--- src/rtl/draw_pkg.sv ---
// Shared types and screen geometry for the frame draw sequencer.
package draw_pkg;
    typedef enum logic [2:0] {
        S_IDLE    = 3'd0,
        S_CLEAR   = 3'd1,
        S_RUN     = 3'd2,
        S_RELEASE = 3'd3,
        S_FIN     = 3'd4
    } sched_state_t;

    localparam int SCREEN_W = 160;
    localparam int SCREEN_H = 120;
    localparam int X_W      = 8;
    localparam int Y_W      = 7;
    localparam int COL_W    = 3;
endpackage

--- src/rtl/screen_clear.sv ---
// Raster fill counter: walks every (x, y) of the screen, one pixel per enabled cycle.
module screen_clear
    import draw_pkg::*;
#(
    parameter int XMAX = SCREEN_W,
    parameter int YMAX = SCREEN_H
) (
    input  logic           clk,
    input  logic           rst_n,
    input  logic           en,
    output logic [X_W-1:0] x,
    output logic [Y_W-1:0] y,
    output logic           last
);
    logic x_wrap;

    assign x_wrap = (x == X_W'(XMAX - 1));
    assign last   = x_wrap && (y == Y_W'(YMAX - 1));

    // Wrapping after the last pixel leaves the counter at (0,0) for the next frame.
    always_ff @(posedge clk or negedge rst_n) begin
        if (!rst_n) begin
            x <= '0;
            y <= '0;
        end else if (en) begin
            if (x_wrap) begin
                x <= '0;
                y <= last ? '0 : y + 1'b1;
            end else begin
                x <= x + 1'b1;
            end
        end
    end
endmodule

--- src/rtl/draw_scheduler.sv ---
// Owns the adapter plot port: clears the screen, then runs each enabled engine in turn.
module draw_scheduler
    import draw_pkg::*;
#(
    parameter int NENG = 3,
    parameter int XMAX = SCREEN_W,
    parameter int YMAX = SCREEN_H
) (
    input  logic                  clk,
    input  logic                  rst_n,
    // start is a level request held until done is seen; done holds until start drops.
    input  logic                  start,
    output logic                  done,
    input  logic [COL_W-1:0]      bg_colour,
    input  logic [NENG-1:0]       eng_en,
    output logic [NENG-1:0]       eng_start,
    input  logic [NENG-1:0]       eng_done,
    input  logic [X_W*NENG-1:0]   eng_x,
    input  logic [Y_W*NENG-1:0]   eng_y,
    input  logic [COL_W*NENG-1:0] eng_colour,
    input  logic [NENG-1:0]       eng_plot,
    output logic [X_W-1:0]        vga_x,
    output logic [Y_W-1:0]        vga_y,
    output logic [COL_W-1:0]      vga_colour,
    output logic                  vga_plot,
    output logic [2:0]            state_dbg
);
    localparam int IDX_W = (NENG > 1) ? $clog2(NENG) : 1;

    sched_state_t     state, state_nxt;
    logic [IDX_W-1:0] cur_idx, idx_nxt;
    logic [X_W-1:0]   clr_x;
    logic [Y_W-1:0]   clr_y;
    logic             clr_last;
    int               search_lo;
    int               sel;
    logic             pick_found;
    logic [IDX_W-1:0] pick_idx;

    assign state_dbg = state;
    assign sel       = int'(cur_idx);

    screen_clear #(.XMAX(XMAX), .YMAX(YMAX)) u_clear (
        .clk  (clk),
        .rst_n(rst_n),
        .en   (state == S_CLEAR),
        .x    (clr_x),
        .y    (clr_y),
        .last (clr_last)
    );

    // Lowest enabled engine at or above search_lo; disabled engines cost no cycles.
    assign search_lo = (state == S_CLEAR) ? 0 : sel + 1;

    always_comb begin
        pick_found = 1'b0;
        pick_idx   = '0;
        for (int i = NENG - 1; i >= 0; i--) begin
            if (eng_en[i] && (i >= search_lo)) begin
                pick_found = 1'b1;
                pick_idx   = IDX_W'(i);
            end
        end
    end

    always_ff @(posedge clk or negedge rst_n) begin
        if (!rst_n) begin
            state   <= S_IDLE;
            cur_idx <= '0;
        end else begin
            state   <= state_nxt;
            cur_idx <= idx_nxt;
        end
    end

    always_comb begin
        state_nxt = state;
        idx_nxt   = cur_idx;
        case (state)
            S_IDLE:    if (start) state_nxt = S_CLEAR;
            S_CLEAR: begin
                if (clr_last) begin
                    state_nxt = pick_found ? S_RUN : S_FIN;
                    idx_nxt   = pick_idx;
                end
            end
            S_RUN:     if (eng_done[cur_idx]) state_nxt = S_RELEASE;
            S_RELEASE: begin
                state_nxt = pick_found ? S_RUN : S_FIN;
                idx_nxt   = pick_idx;
            end
            S_FIN:     if (!start) state_nxt = S_IDLE;
            default:   state_nxt = S_IDLE;
        endcase
    end

    always_comb begin
        done       = 1'b0;
        eng_start  = '0;
        vga_x      = '0;
        vga_y      = '0;
        vga_colour = '0;
        vga_plot   = 1'b0;
        case (state)
            S_CLEAR: begin
                vga_plot   = 1'b1;
                vga_x      = clr_x;
                vga_y      = clr_y;
                vga_colour = bg_colour;
            end
            S_RUN: begin
                eng_start[cur_idx] = 1'b1;
                vga_x      = eng_x[sel*X_W +: X_W];
                vga_y      = eng_y[sel*Y_W +: Y_W];
                vga_colour = eng_colour[sel*COL_W +: COL_W];
                vga_plot   = eng_plot[cur_idx];
            end
            S_FIN:   done = 1'b1;
            default: ;
        endcase
    end
endmodule

--- config.mk ---
export PLATFORM = sky130hd
export DESIGN_NAME = draw_scheduler
export DESIGN_NICKNAME = d
export VERILOG_FILES = /design/src/rtl/draw_pkg.sv /design/src/rtl/screen_clear.sv /design/src/rtl/draw_scheduler.sv
export SDC_FILE = /design/constraint.sdc
export NUM_CORES = 1
export LEC_CHECK = 0
export ABC_AREA = 1
export CAP_MARGIN = 5
export CORE_UTILIZATION = 40
export CTS_CLUSTER_SIZE = 10
export DETAILED_ROUTE_END_ITERATION = 10
export GPL_TIMING_DRIVEN = 1
export PLACE_DENSITY = 0.8
export RECOVER_POWER = 100
export SYNTH_ARGS = -nofsm -noshare
export SYNTH_HDL_FRONTEND = slang
export SYNTH_SLANG_ARGS = --single-unit
--- constraint.sdc ---
create_clock -name clk -period 2.1 [get_ports clk]
set_input_delay 0.21 -clock clk [delete_from_list [all_inputs] [get_ports clk]]
set_output_delay 0.21 -clock clk [all_outputs]
set_load 0.1 [all_outputs]
==> results.toml, run 1 <==
[floorplanning]
coreArea_sq_um = 4504
die_area_sq_um = 5099
initial_core_util_pct = 42.78
die_height_um = 71.41
std_cell_rows = 24
ios = 95
die_w_um = 71.41

[timing]
clock.fmax_mhz = 495.0
finalSetupViolations = 0
tns_ps = 0
skew_ps = 7.931
maxSlewViolCount = 0
slew_headroom_pct = 23.11
tightest_slew_ps = 1158
fin_ws_ps = 79.72
period_minus_slack_ps = 2020
finalCritPeriodShare_pct = 96.20
fin_hold_ws_ps = 473.0
hold_violations = 0

[synthesis]
synth_nets = 359
yosys_warnings = 0
ys_seq_area_share_pct = 25.97
synth_cells = 284
netlist.area_leader.share_pct = 25.97
synth_top_area_cell = "dfrtp_1"
netlist_top_cells_area = "dfrtp_1, nand2_1, o21ai_0"
synth_cell_types = 33
netlist_area_sq_um = 1927
syn_avg_cell_area_sq_um = 6.785
synth_seq_cells = 20

[power_and_ir_drop]
combPwrFrac_pct = 80.1
power.switching_uw = 3004
power_frac_seq_pct = 13.3
p_leak_uw = 0.001348
p_clk_share_pct = 6.6
irDropWorstVdd_mv = 0.7111
pwr_density_cell_nw_per_um2 = 1502
swShare_pct = 62.92
p_int_uw = 1770

[finish]
layout_common_cells = "clkdlybuf4s50_1, nand2_1, o21ai_0, nor2_1, o21ai_1"
seqCellArea_sq_um = 506.7
drive_above_1_share_pct = 23.54
final_common_cell = "clkdlybuf4s50_1"
post-route-cell-area_sq_um = 3178
synthToLayoutAreaGrowth_pct = 64.94
antenna_cells = 0
nFillCells = 381
multi_input_area_sq_um = 1370
num-nets-final = 454

[clock_tree]
cts_setup_buffers = 0
clockRootBuffer = "clkbuf_8"
clk_latency_ps = 270
cts.sinks = 20
clk_pin_slew_ps = 90
cts_tree = "yes"
cts_made_buffers = 3
cts_buffer_depth = 2
cts_max_level = 1
holdBufCountCts = 0

[drt]
num_vias = 2257
first_pass_iters = 8
drt_first_iter_violations = 107
drc_errors = 12
via_per_inst = 5.249
ant_nets = 0
routed_wl_um = 6490
post_drt_wl_per_cell_um = 15.09

[placed_design]
dpl.hpwl_um = 5018
routabilityCongestion = 0.8619
pre_cts_ws_ps = 317.9
placed_cell_area_sq_um = 3324
numPortBuffers = 94

[global_routing]
grt_usage_pct = 26.79
grt-ovfl-total = 0
grt_max_degree = 21
grt_pass1_wl_um = 10560
antenna_found_initial = 0
grt_pass1_vias = 2228

[setup_path]
slowest_stage = "dfrtp_2"
worstPathArrival_ps = 1810
cp_slowest_stage_delay_ps = 420
start_kind = "flip-flop"
endpoint_kind = "output pin"
crit_family = "buffers and inverters"
crit_path_frequent_cell = "nand2_1"
crit_fanout = 19
cp_cell_sequence = "inv_2, nor2_1, buf_4, nand2_1, o21ai_1, nand2_1, o21ai_4, buf_12"
critical_path_buf_inv_count = 3
required_ps = 1890
worst-setup-path-type = "reg -> out"

[job]
drv_cap = 0

[min_path]
hold_class = "reg -> reg"

[status]
violations = "design-rule violations"
outcome = "complete, but fails checks"
power groups by stage:
| stage | sequential, uW | clock, uW | combinational, uW |
|---|---|---|---|
| 6_report | 636 | 316 | 3820 |
| 5_1_grt | 653 | 333 | 4070 |
| 4_1_cts | 630 | 321 | 4110 |
| 3_5_place_dp | 638 | 0 | 4100 |
| 3_3_place_gp | 626 | 0 | 4070 |
| 2_1_floorplan | 793 | 0 | 2700 |
path summary, 6_finish.rpt:
check                      cells after the start          from  slack, ps            to
max                                            8    cur_idx[1]         80      vga_y[3]
min reg2reg                                    1  u_clear.x[6]        470  u_clear.x[6]
max in group asynchronous                      2         rst_n        690  state_dbg[1]
max reg2reg                                    7  u_clear.x[0]        190    cur_idx[1]
min                                            1  u_clear.x[6]        470  u_clear.x[6]
min in group asynchronous                      2         rst_n        660  u_clear.y[0]
flip-flops by register name, summed over array words and instances, names as in the netlist:
name       count
u_clear.x      8
u_clear.y      7
state_dbg      3
cur_idx        2
metal layers:
metal / track usage, % / vias to the layer above / wire, um
li1: - / 1127 / -
met3: 4.079 / 9 / 488
met4: 10.22 / 0 / 93
met2: 44.02 / 79 / 3044
met1: 35.64 / 1042 / 2864
met5: 0 / - / 0
Yosys cell counts (all sizes together):
cell / number
dfrtp: 20
and3: 1
xor2: 9
nand4: 4
nand2: 67
clkbuf: 5
inv: 29
ha: 6
buf: 8
o21ai: 71
a21oi: 4
nor2: 32
nor4: 1
a22o: 3
nor3: 6
nand3: 18
final cells by class:
class | instances | share of cell area [%]
repair buffers | 103 | 33.62
clock buffers | 4 | 1.732
well taps | 52 | 2.047
flip-flops and latches | 20 | 15.94
inverters | 29 | 3.543
multi-input cells | 222 | 43.11
worst reg2reg max path, cell delays in order (launching register included):
cell and delay, ps:
dfrtp_1 430, ha_1 190, nand3_1 150, nor2_1 250, nand2_1 270, a21oi_1 380, nand2_1 100, o21ai_1 90
timing repair:
item / 4_1_cts / 5_1_grt
endpoints found under the hold margin: 0 / 0
setup endpoints to repair: 0 / 16
resized for setup: 0 / 4
stage by stage:
| step | std cells | total power, uW | util (%) |
|---|---|---|---|
| floorplan | 284 | 3493 | - |
| global placement | 426 | 4698 | 73.81 |
| detailed placement | 426 | 4734 | 73.81 |
| CTS | 430 | 5060 | 75.03 |
| global route | 430 | 5055 | 70.56 |
| finish | 430 | 4775 | 70.56 |
kinds of logic after synthesis:
kind of cell | synth area share (%)
buf+inv | 9.805
flops | 25.97
compound gates | 22.60
xor+xnor | 4.091
simple gates | 33.64
fa+ha+maj | 3.896
No activity file was read; power rests on OpenSTA's default activity.
==> run 2: changes to the inputs <==
--- a/config.mk
+++ b/config.mk
@@ -10,7 +10,6 @@
 export CORE_UTILIZATION = 40
 export CTS_CLUSTER_SIZE = 10
 export DETAILED_ROUTE_END_ITERATION = 10
-export GPL_TIMING_DRIVEN = 1
 export PLACE_DENSITY = 0.8
 export RECOVER_POWER = 100
 export SYNTH_ARGS = -nofsm -noshare
==> results of run 2 <==
No change in the layout: final DEF, timing and power equal those of run 1.
